`src/rtl/hack_rom_loader.sv`:
```
// Serial bootloader for the Hack instruction memory: assembles framed UART bytes
// into 16-bit words, writes them to ROM and holds the CPU in reset while loading.
module hack_rom_loader #(
  parameter int          DEPTH   = 1024,
  parameter logic [7:0]  SYNC    = 8'hA5,
  parameter int          TIMEOUT = 1000000
) (
  input  logic        clk,
  input  logic        reset,
  input  logic [7:0]  rx_data,
  input  logic        rx_valid,
  output logic        rom_we,
  output logic [15:0] rom_addr,
  output logic [15:0] rom_data,
  output logic        cpu_reset,
  output logic        loaded,
  output logic        error
);

  localparam int             TW      = $clog2(TIMEOUT + 1);
  localparam logic [16:0]    DEPTH17 = 17'(DEPTH);
  localparam logic [TW-1:0]  TO_LAST = TW'(TIMEOUT - 1);

  typedef enum logic [2:0] {
    IDLE, LEN_HI, LEN_LO, DATA_HI, DATA_LO, CHECK, DONE, ERROR
  } state_t;

  state_t         state, nxt_state;
  logic [15:0]    len, nxt_len;
  logic [15:0]    cnt, nxt_cnt;
  logic [7:0]     hi, nxt_hi;
  logic [7:0]     acc, nxt_acc;
  logic [TW-1:0]  tcnt, nxt_tcnt;
  logic           nxt_rom_we, nxt_cpu_reset, nxt_loaded, nxt_error;
  logic [15:0]    nxt_rom_addr, nxt_rom_data;

  logic [15:0]    frame_len;
  logic [15:0]    cnt_inc;
  logic           in_frame;

  assign frame_len = {len[15:8], rx_data};
  assign cnt_inc   = cnt + 16'd1;
  assign in_frame  = (state == LEN_HI) || (state == LEN_LO) || (state == DATA_HI) ||
                     (state == DATA_LO) || (state == CHECK);

  // NOTE: every sequential register uses non-blocking assignment so all state
  // updates see the pre-edge values, independent of statement order.
  always_ff @(posedge clk or posedge reset) begin
    if (reset) begin
      state     <= IDLE;
      len       <= '0;
      cnt       <= '0;
      hi        <= '0;
      acc       <= '0;
      tcnt      <= '0;
      rom_we    <= 1'b0;
      rom_addr  <= '0;
      rom_data  <= '0;
      cpu_reset <= 1'b0;
      loaded    <= 1'b0;
      error     <= 1'b0;
    end else begin
      state     <= nxt_state;
      len       <= nxt_len;
      cnt       <= nxt_cnt;
      hi        <= nxt_hi;
      acc       <= nxt_acc;
      tcnt      <= nxt_tcnt;
      rom_we    <= nxt_rom_we;
      rom_addr  <= nxt_rom_addr;
      rom_data  <= nxt_rom_data;
      cpu_reset <= nxt_cpu_reset;
      loaded    <= nxt_loaded;
      error     <= nxt_error;
    end
  end

  always_comb begin
    // NOTE: every output of this block gets a default first, so no path
    // through the case statement can leave a value unassigned (no latches).
    nxt_state     = state;
    nxt_len       = len;
    nxt_cnt       = cnt;
    nxt_hi        = hi;
    nxt_acc       = acc;
    nxt_tcnt      = tcnt;
    nxt_rom_we    = 1'b0;
    nxt_rom_addr  = rom_addr;
    nxt_rom_data  = rom_data;
    nxt_cpu_reset = cpu_reset;
    nxt_loaded    = loaded;
    nxt_error     = error;

    // Inter-byte watchdog; a byte arrival and an expiry are mutually exclusive.
    if (in_frame && !rx_valid) begin
      if (tcnt == TO_LAST) begin
        nxt_state = ERROR;
        nxt_error = 1'b1;
      end else begin
        nxt_tcnt = tcnt + 1'b1;
      end
    end else if (in_frame) begin
      nxt_tcnt = '0;
    end

    if (rx_valid) begin
      case (state)
        IDLE, DONE, ERROR: begin
          if (rx_data == SYNC) begin
            nxt_state     = LEN_HI;
            nxt_cpu_reset = 1'b1;
            nxt_loaded    = 1'b0;
            nxt_error     = 1'b0;
            nxt_cnt       = '0;
            nxt_acc       = '0;
            nxt_tcnt      = '0;
          end
        end
        LEN_HI: begin
          nxt_len   = {rx_data, 8'h00};
          nxt_state = LEN_LO;
        end
        LEN_LO: begin
          nxt_len = frame_len;
          if (frame_len == 16'd0 || {1'b0, frame_len} > DEPTH17) begin
            nxt_state = ERROR;
            nxt_error = 1'b1;
          end else begin
            nxt_state = DATA_HI;
          end
        end
        DATA_HI: begin
          nxt_hi    = rx_data;
          nxt_acc   = acc ^ rx_data;
          nxt_state = DATA_LO;
        end
        DATA_LO: begin
          nxt_acc      = acc ^ rx_data;
          nxt_rom_we   = 1'b1;
          nxt_rom_addr = cnt;
          nxt_rom_data = {hi, rx_data};
          nxt_cnt      = cnt_inc;
          nxt_state    = (cnt_inc == len) ? CHECK : DATA_HI;
        end
        CHECK: begin
          if (rx_data == acc) begin
            nxt_state     = DONE;
            nxt_loaded    = 1'b1;
            nxt_cpu_reset = 1'b0;
          end else begin
            nxt_state = ERROR;
            nxt_error = 1'b1;
          end
        end
        default: nxt_state = IDLE;
      endcase
    end
  end

endmodule
```
`config.mk`:
```
export PLATFORM = sky130hd
export DESIGN_NAME = hack_rom_loader
export DESIGN_NICKNAME = d
export VERILOG_FILES = /design/src/rtl/hack_rom_loader.sv
export SDC_FILE = /design/constraint.sdc
export NUM_CORES = 1
export LEC_CHECK = 0
export ABC_AREA = 1
export BUFFER_PORTS_ARGS = -buffer_cell sky130_fd_sc_hd__buf_4
export CAP_MARGIN = 20
export CORE_MARGIN = 3
export CORE_UTILIZATION = 60
export CTS_CLUSTER_SIZE = 25
export DETAILED_ROUTE_END_ITERATION = 8
export MAX_ROUTING_LAYER = met4
export PLACE_DENSITY = 0.89
export SYNTH_ARGS = -nofsm -noshare
export SYNTH_HDL_FRONTEND = slang
export SYNTH_SLANG_ARGS = --single-unit
```
`constraint.sdc`:
```
create_clock -name clk -period 4.1 [get_ports clk]
set_clock_uncertainty 0.2 [all_clocks]
set_input_delay 0.41 -clock clk [delete_from_list [all_inputs] [get_ports clk]]
set_output_delay 0.41 -clock clk [all_outputs]
set_load 0.03 [all_outputs]
```
After elaboration in Yosys (flattened, before gate mapping):

Index checks and enable logic that the tools add are counted.

* bits in registers: 107
* output and inout bits: 36
* word-level logic and storage cells: 87

* add/sub/neg operators: 2
* magnitude comparators: 1
* eq/ne operators: 13
* mux-type cells: 34
* bitwise logic cells: 2
* reductions and logical operators: 22

Operators with widths (number)
* $mux 20: 6
* $pmux 16 s2: 2
* $add 20x1->20 const B: 1
* $eq 20x20->1 const B: 1
* $mux 3: 6
* $pmux 3 s6: 1
* $add 16x1->16 const B: 1
* $eq 16x16->1: 1
* $gt 16x11->1 const B: 1
* $logic_not 16->1: 1
* $mux 16: 1
* $pmux 8 s2: 1
* $mux 1: 13
* $eq 3x3->1 const B: 4
* $reduce_and 3->1: 3
* $eq 8x8->1: 1
* $eq 8x8->1 const B: 1
* $mux 8: 1
* $reduce_bool 2->1: 4
* $xor 8x8->8: 1
* $eq 3x2->1 const B: 2
* $reduce_and 2->1: 3
* $logic_or 1x1->1: 5
* $pmux 1 s2: 2
* other kinds (11): 11

Depth between registers and ports, before layout:

Gate-level depths: netlist of run 1.

* word-level depth: 10
* depth in mapped cells: 16
* depth with buffers taken out: 16

Worst setup path before layout of run 1:

Ideal clock, no wire load.

* path kind: register to register
* from: reg cnt[0]
* to: reg state[1]
* setup time: 120 ps
* data arrival time: 1650 ps
* data required time: 3780 ps
* setup slack: 2130 ps
* cell stages (with the launch flop): 13
* buffers on the path: 0
* path through: dfrtp_1 ha_1 nand2_1 nor2_2 nand3_1 xnor3_1 nand2_1 nor2_1 nand3_1 nand2_1 nand2_1 nand2_1 nand2_1

* word-level cells in the longest chain between the ends: 5

RTL lines
* start: declaration: RTL line 30 `logic [15:0] cnt, nxt_cnt;`
* start signal: assignment: RTL line 65 `cnt <= nxt_cnt;`
* $add 16x1->16: RTL line 42 `assign cnt_inc = cnt + 16'd1;`
* $eq 16x16->1: RTL line 143 `nxt_state = (cnt_inc == len) ? CHECK : DATA_HI;`
* $mux 3: RTL line 143
* $pmux 3 s6: RTL line 107 `case (state)`
* $mux 3: RTL line 106 `if (rx_valid) begin`
* named net nxt_state[1]: RTL line 28 `state_t state, nxt_state;`
* end signal: assignment: RTL line 63 `state <= nxt_state;`
* end: declaration: RTL line 28

The timed path passes the listed nets, and every way through them passes these cells.
A chain may end at the register's enable or synchronous reset.

Worst setup path in the final report of run 1:

* from: reg state[1]
* to: reg acc[6]

* word-level cells in the longest chain between the ends: 4
* elaborated cells between the ends (all ways): 11

RTL lines
* $eq 3x3->1 (tied with other cells): RTL line 107
* $reduce_or 3->1 or $reduce_or 2->1 (tied branches)
* $ne 2x2->1 (no line) or $reduce_bool 2->1 (tied branches)
* $reduce_and 3->1 (no line)
* end signal: assignment: RTL line 67 `acc <= nxt_acc;`
* end: declaration: RTL line 32 `logic [7:0] acc, nxt_acc;`

Several ways; a longest one is shown, not always the timed one.

==> out/results.tsv, run 1 <==
stage	metric	value	unit
run_status	status	finished clean	
detailed_routing	drcViolationCount	0	
worst_setup_path	cp_max_fo	18	
global_routing	overflow	0	
timing	timing.final.crit_share	60.50	%
worst_setup_path	critPathCaptureType	register	
yosys	synth.avg_cell_area	7.868	um2
finish	diodes	0	
timing	period_minus_slack	2.480	ns
timing	rsz0062_at_grt	false	
clock_tree	holdBufCountCts	0	
timing	setup_violations	0	
clock_tree	cts-htree-levels	3	
flow_run	drv_cap	0	
place	dp_cells	842	
place	place_hpwl	9530	um
worst_setup_path	cpPeakStageDelay	0.45	ns
worst_setup_path	cp-start-kind	register	
power	p_leak	2.989	nW
clock_tree	clk_pin_slew	0.12	ns
clock_tree	cts_tree	done	
detailed_routing	drt_wl_total	13290	um
yosys	seq_area_frac_synth	48.61	%
timing	setup_tns	0	ns
worst_setup_path	crit_slowest_cell	dfrtp_1	
power	power.density	765.9	nW/um2
floorplan	die-area	10370	um2
global_routing	grt_max_degree	82	
floorplan	die_h	101.8	um
detailed_routing	drt_iter0_drc	399	
timing	hold_viol	0	
worst_setup_path	worstPathArrival	2.57	ns
timing	max_freq	403.2	MHz
floorplan	fp.coreArea	8806	um2
worst_setup_path	rr_worst_depth	9	
yosys	syn-num-nets	713	
yosys	ys_ff_latch	107	
global_routing	track_usage	27.17	%
detailed_routing	final_antenna_net_count	0	
clock_tree	cts_resized	0	
timing	finalWorstSetupSlack	1.620	ns
detailed_routing	dr.pass1.iters	6	
yosys	synth_edf_count	0	
timing	worst_slew_pin_slew	0.9817	ns
detailed_routing	num_vias	4952	
worst_setup_path	crit_required	4.19	ns
finish	nNetsFinal	758	
clock_tree	cts_buffers	9	
yosys	synth_async_sr_flop_share	100.0	%
global_routing	grt_pass1_vias	4643	
clock_tree	clock_path_buffers	2	
finish	fin_area	6156	um2
worst_setup_path	crit_chain	nand2_1 > inv_1 > a21oi_4 > a21oi_2 > nor2_4 > inv_2 > nor3_4 > nand3_1 > o21ai_0	
finish	stdcell_count	858	
detailed_routing	viasPerCell	5.772	
global_routing	antenna_found_initial	0	
yosys	synth_warnings	0	
yosys	netlist_instances	700	
power	finalPower	0.004715	W
floorplan	die_x	101.8	um
power	vdd_drop_max	514.0	uV
clock_tree	clock_sinks	107	
floorplan	start_util	62.55	%
clock_tree	clk_latency	0.37	ns
floorplan	core.rowCount	34	
finish	layout-drive-gt1-share	11.47	%
clock_tree	clock-root-buffer	clkbuf_8	
yosys	ys_types	45	
yosys	netlist_area	5508	um2
detailed_routing	routedWlPerCell	15.49	um
global_routing	grt_first_pass_wirelength	21580	um
place	numPortBuffers	46	
timing	slew_viol_final	0	
clock_tree	cts_setup_buffers	0	
worst_setup_path	worstSetupPathType	register to register	
place	place.gp.congestion	1.007	
finish	layout_commonest_cell	nand2_1	
timing	relSlewSlack	34.56	%
floorplan	io-pin-count	47	
finish	area_growth	11.77	%
yosys	synth_ff_type	dfrtp_1	
worst_hold_path	hp-class	input port to asynchronous set/reset pin	
place	place_ws	1.578	ns
place	place_area	5944	um2
finish	final_cell_mix	190 x nand2_1, 107 x dfrtp_1, 86 x inv_1, 68 x o21ai_0, 56 x nor2_1	
-- flip-flops by register name (all words and copies together) (netlist names) --
signal	flops
acc	8
cnt	16
cpu_reset	1
error	1
hi	8
len	16
loaded	1
rom_addr	16
rom_data	16
rom_we	1
state	3
tcnt	20
-- logic make-up after synthesis --
kind of cell / after synthesis / synth area share (%)
AOI/OAI and AO/OA: 121 / 12.45
adders and majority gates: 2 / 0.4543
DFF: 107 / 48.61
xor gates and xnor gates: 17 / 3.203
and+or+nand+nor: 346 / 27.71
buffers and inverters: 107 / 7.565
-- critical path, delay by kind of cell, from the launching register on --
| kind | cells | cell delay, ns |
|---|---|---|
| simple gates | 4 | 1.04 |
| compound gates | 3 | 0.47 |
| flops | 1 | 0.45 |
| buf+inv | 2 | 0.24 |
-- cell type report --
| class | count | area [um2] |
|---|---|---|
| sequential | 107 | 2678 |
| fill | 698 | 2650 |
| tap | 108 | 135.1 |
| clock inverter | 7 | 87.58 |
| timing repair buffer | 49 | 367.9 |
| clock buffer | 9 | 123.9 |
| multi-input combinational | 486 | 2414 |
| inverter | 92 | 350.3 |
-- through the flow --
stage / util, % / hold slack (ns)
floorplan: - / 0.2494
global placement: 67.51 / 0.2572
detailed placement: 67.51 / 0.2666
CTS: 69.91 / 0.08992
global route: 69.91 / 0.1191
finish: 69.91 / 0.03431
-- power by group --
group	internal (W)	switching (W)	leakage [nW]
sequential	0.00150	0.000372	1.36
combinational	0.000746	0.00141	1.52
clock	0.000299	0.000393	0.109
-- Yosys cell counts, types with 2 or more instances --
library cell | n | share of area [%]
xnor3_1 | 2 | 0.82
clkbuf_1 | 10 | 0.68
o21ai_1 | 4 | 0.36
nand2_1 | 190 | 13
buf_2 | 4 | 0.36
nor4_1 | 6 | 0.68
a21oi_1 | 15 | 1.4
o211ai_1 | 3 | 0.41
o22ai_1 | 16 | 1.8
ha_1 | 2 | 0.45
o21ai_0 | 68 | 6.2
dfrtp_1 | 107 | 49
nor2_2 | 3 | 0.34
nor3_1 | 7 | 0.64
a211oi_1 | 2 | 0.27
nand4_1 | 17 | 1.9
nor2_4 | 2 | 0.41
inv_1 | 87 | 5.9
nor2_1 | 56 | 3.8
inv_2 | 4 | 0.27
a22oi_1 | 3 | 0.41
xor2_1 | 14 | 2.2
nand3_1 | 54 | 4.9
nand3b_1 | 3 | 0.41
-- routing by layer --
metal	share of wire (%)	vias up	global-route usage [%]	wire length (um)
met1	44	2288	35.62	5827
met4	2.8	0	10.39	377
met2	46	240	42.51	6159
met3	7.0	34	4.915	926
met5	0	-	-	0
li1	-	2390	-	-
-- path summary, 6_finish.rpt --
| check | from | endpoint | slack, ns |
|---|---|---|---|
| setup / recovery | state[1] | acc[6] | 1.62 |
| hold / removal | reset | rom_data[1] | 0.03 |
| setup reg to reg | state[1] | acc[6] | 1.62 |
| hold reg to reg | rom_data[8] | rom_data[8] | 0.29 |
| max in group asynchronous | reset | tcnt[14] | 2.72 |
| min in group clk | rx_data[7] | len[15] | 0.18 |
Power figures use the tool's default switching activity.
==> run 2, diff against run 1 <==
- ABC_AREA: 1 -> 0
- CORE_UTILIZATION: 60 -> 54
- PLACE_DENSITY: 0.89 -> 0.85
- clock period: 4.1 -> 2.1 ns (I/O delays scaled with it)
==> run 2 against run 1 <==
The run now ends with setup timing left. Sequential share of layout area is 6.8 points lower. Sequential power grew 64%. Synthesized area increased by 1.8%. Fmax decreased by 2.0%. Critical path type unchanged.
==> out/results.tsv, run 2 <==
stage	metric	value	unit	change
run_status	status	finished, violations left		
run_status	violations	setup timing		
power	combPwrFrac	46.0	%	+0.3 points
finish	fillerInstances	647		-7.3%
finish	stdcell_count	889		+3.6%
power	power.density	1109	nW/um2	+45%
power	clockPowerShare	16.1	%	+1.4 points
yosys	synth_warnings	0		unchanged
finish	final_cell_mix	145 x buf_4, 121 x nand2_1, 105 x dfrtp_1, 44 x o21ai_0, 38 x nor2_1		
finish	layout_commonest_cell	buf_4		
timing	max_freq	395.1	MHz	-2.0%
worst_hold_path	hold_depth	4		
clock_tree	clk_pin_slew	0.12	ns	about the same
finish	layout-drive-gt1-share	30.82	%	+19 points
finish	diodes	0		unchanged
worst_setup_path	critPathCaptureType	register		
place	numPortBuffers	46		unchanged
yosys	yosys.area.top_type	dfrtp_1		
detailed_routing	final_antenna_net_count	0		unchanged
worst_setup_path	cp_max_fo	5		-13
floorplan	io-pin-count	47		unchanged
timing	period_minus_slack	2.531	ns	+0.05041 ns
worst_setup_path	r2r_slack	-0.43	ns	-2.05 ns
timing	worst_slew_pin_slew	0.5652	ns	-0.4165 ns
global_routing	grt_first_pass_wirelength	25940	um	+20%
global_routing	grt_pass1_vias	5329		+15%
global_routing	track_usage	28.95	%	+1.8 points
worst_setup_path	worstSetupPathType	register to register		
yosys	synth_async_sr_flop_share	100.0	%	unchanged
power	finalPower	0.008096	W	+72%
floorplan	core.rowCount	36		+5.9%
detailed_routing	drt_wl_total	16070	um	+21%
timing	hold_slack	0.02355	ns	-0.01076 ns
detailed_routing	drt_iter0_drc	639		+60%
floorplan	fp.coreArea	9955	um2	+13%
place	place_ws	-0.3224	ns	-1.901 ns
timing	setup_violations	14		+14
power	p_int	0.004725	W	+86%
yosys	synth-simple-area-share	22.61	%	-5.1 points
yosys	ys_ff_latch	107		unchanged
global_routing	antenna_found_initial	0		unchanged
detailed_routing	routedWlPerCell	18.07	um	+17%
clock_tree	clk_latency	0.40	ns	+0.03 ns
finish	utilization	73.34	%	+3.4 points
detailed_routing	viasPerCell	6.048		+4.8%
detailed_routing	dr.pass1.iters	6		unchanged
yosys	synth.avg_cell_area	8.983	um2	+14%
floorplan	die-area	11640	um2	+12%
yosys	synth_top_cell_area_share	47.77	%	-0.85 points
detailed_routing	num_vias	5377		+8.6%
yosys	netlist_instances	624		-11%
worst_setup_path	crit_required	2.21	ns	-1.98 ns
worst_setup_path	critPathBufInv	0		-2
worst_setup_path	rr_worst_depth	7		-2
yosys	synthMuxAreaShare	3.750	%	+3.8 points
worst_setup_path	crit_chain	ha_4 > xnor2_1 > xnor2_1 > a311oi_1 > nand4_1 > or4_4 > o211ai_2		
power	vdd_drop_max	962.8	uV	+87%
worst_setup_path	cpPeakStageDelay	0.55	ns	+0.10 ns
yosys	netlist_area	5605	um2	+1.8%
power	switchingPower	0.003371	W	+55%
finish	largest_reg_flops	20		unchanged
detailed_routing	drcViolationCount	0		unchanged
power	p_leak	3.436	nW	+15%
yosys	synth_xor_area_share	5.000	%	+1.8 points
worst_setup_path	cp.depth	7		-2
yosys	netlist_top_cells_area	dfrtp_1 48%, nand2_1 8.4%, o21ai_0 4.8%		
yosys	synth_fa_ha_area_share	0.4464	%	-0.0079 points
flow_run	drv_cap	0		unchanged
global_routing	overflow	0		unchanged
timing	timing.final.crit_share	120.5	%	+60 points
clock_tree	cts_tree	done		
yosys	syn-num-nets	637		-11%
worst_setup_path	crit_slowest_cell	or4_4		
place	dp_cells	854		+1.4%
finish	regMostFlops	tcnt		
finish	nNetsFinal	764		+0.79%
timing	finalWorstSetupSlack	-0.4309	ns	-2.050 ns
timing	rsz0062_at_grt	true		
worst_setup_path	cp-start-kind	register		
worst_hold_path	hp-class	input port to register		
floorplan	die_h	107.9	um	+6.0%
yosys	seq_area_frac_synth	47.77	%	-0.85 points
timing	slew_viol_final	0		unchanged
floorplan	start_util	56.31	%	-6.2 points
yosys	synth.top_cells.by_count	125 x nand2_1, 107 x dfrtp_1, 54 x o21ai_0, 43 x nor2_1, 37 x clkbuf_1		
yosys	synth-compound-area-share	16.70	%	+4.2 points
worst_setup_path	path_common_cell	xnor2_1		
clock_tree	clock_sinks	107		unchanged
clock_tree	clock-root-buffer	clkbuf_8		
yosys	synth_top_family_by_area	simple AND/OR/NAND/NOR gates		
clock_tree	clock_path_buffers	2		unchanged
timing	relSlewSlack	62.32	%	+28 points
yosys	synth_ff_type	dfrtp_1		
global_routing	grt_max_degree	108		+32%
finish	area_growth	30.25	%	
floorplan	die_x	107.9	um	+6.0%
worst_setup_path	worstPathArrival	2.64	ns	+0.07 ns
power	power_frac_seq	37.9	%	-1.7 points
yosys	yosysMostFrequentCell	nand2_1		
place	place_hpwl	10420	um	+9.3%
worst_setup_path	cp_top_family	simple AND/OR/NAND/NOR gates		
clock_tree	cts-htree-levels	3		unchanged
power	power.share.switching	41.64	%	-4.5 points
clock_tree	cts_buffers	9		unchanged
yosys	ys_types	60		+33%
timing	hold_viol	0		unchanged
place	place.gp.congestion	0.9460		-6.0%
yosys	synth_edf_count	0		unchanged
run 2: repair_timing:
item | in CTS | in global routing
endpoints found under the hold margin | 115 | 0
hold buffers | 6 | 0
pin swaps | 13 | 8
gates cloned | 0 | 1
gates resized for setup | 26 | 23
endpoints found under the setup margin | 14 | 33
buffers inserted | 6 | 6
run 2: power by group through the flow:
stage               combinational (W)  sequential, W  clock (W)
global route                  0.00401        0.00312    0.00139
global placement              0.00322        0.00303          0
CTS                           0.00357        0.00304    0.00132
detailed placement            0.00339        0.00306          0
floorplan                     0.00177        0.00333          0
finish                        0.00373        0.00307    0.00130
run 2: stage by stage:
stage	setup TNS, ns	area (um2)
4_1_cts	-1.642	7163
3_3_place_gp	-2.316	6746
6_report	-2.401	7301
3_5_place_dp	-5.247	6746
5_1_grt	-3.730	7301
2_1_floorplan	-0.3218	5662
run 2: cell type report:
cell class / instances / area [um2] / share of cell area, %
Multi-Input combinational cell: 464 / 2934 / 40.19
Sequential cell: 107 / 2680 / 36.71
Timing Repair Buffer: 160 / 1279 / 17.52
Tap cell: 133 / 166.4 / 2.279
Clock buffer: 9 / 123.9 / 1.697
Clock inverter: 7 / 80.08 / 1.097
Inverter: 9 / 37.54 / 0.5141
run 2: path summary, 6_finish.rpt:
| path | end | startpoint |
|---|---|---|
| worst min-delay path | rom_data[2] | rx_data[2] |
| min in group asynchronous | tcnt[10] | reset |
| worst max-delay path | state[2] | cnt[0] |
| worst min register to register | rom_data[12] | hi[4] |
| max in group asynchronous | cnt[1] | reset |
| worst max register to register | state[2] | cnt[0] |
run 2: cell families after synthesis:
kind of cell	count (synthesis)
buf+inv	53
flops	107
fa+ha+maj	2
simple gates	263
compound gates	148
xor+xnor	32
mux	19
run 2: layer usage:
layer / global-route usage (%) / wire length (um)
met1: 36.99 / 6558
met2: 45.56 / 7792
met3: 4.619 / 1196
met4: 13.35 / 518
met5: - / 0
run 2: tightest hold or removal path: cells and delay by family:
family	cells	cell delay (ns)
AND/OR/NAND/NOR	2	0.12
buffers and inverters	2	0.26
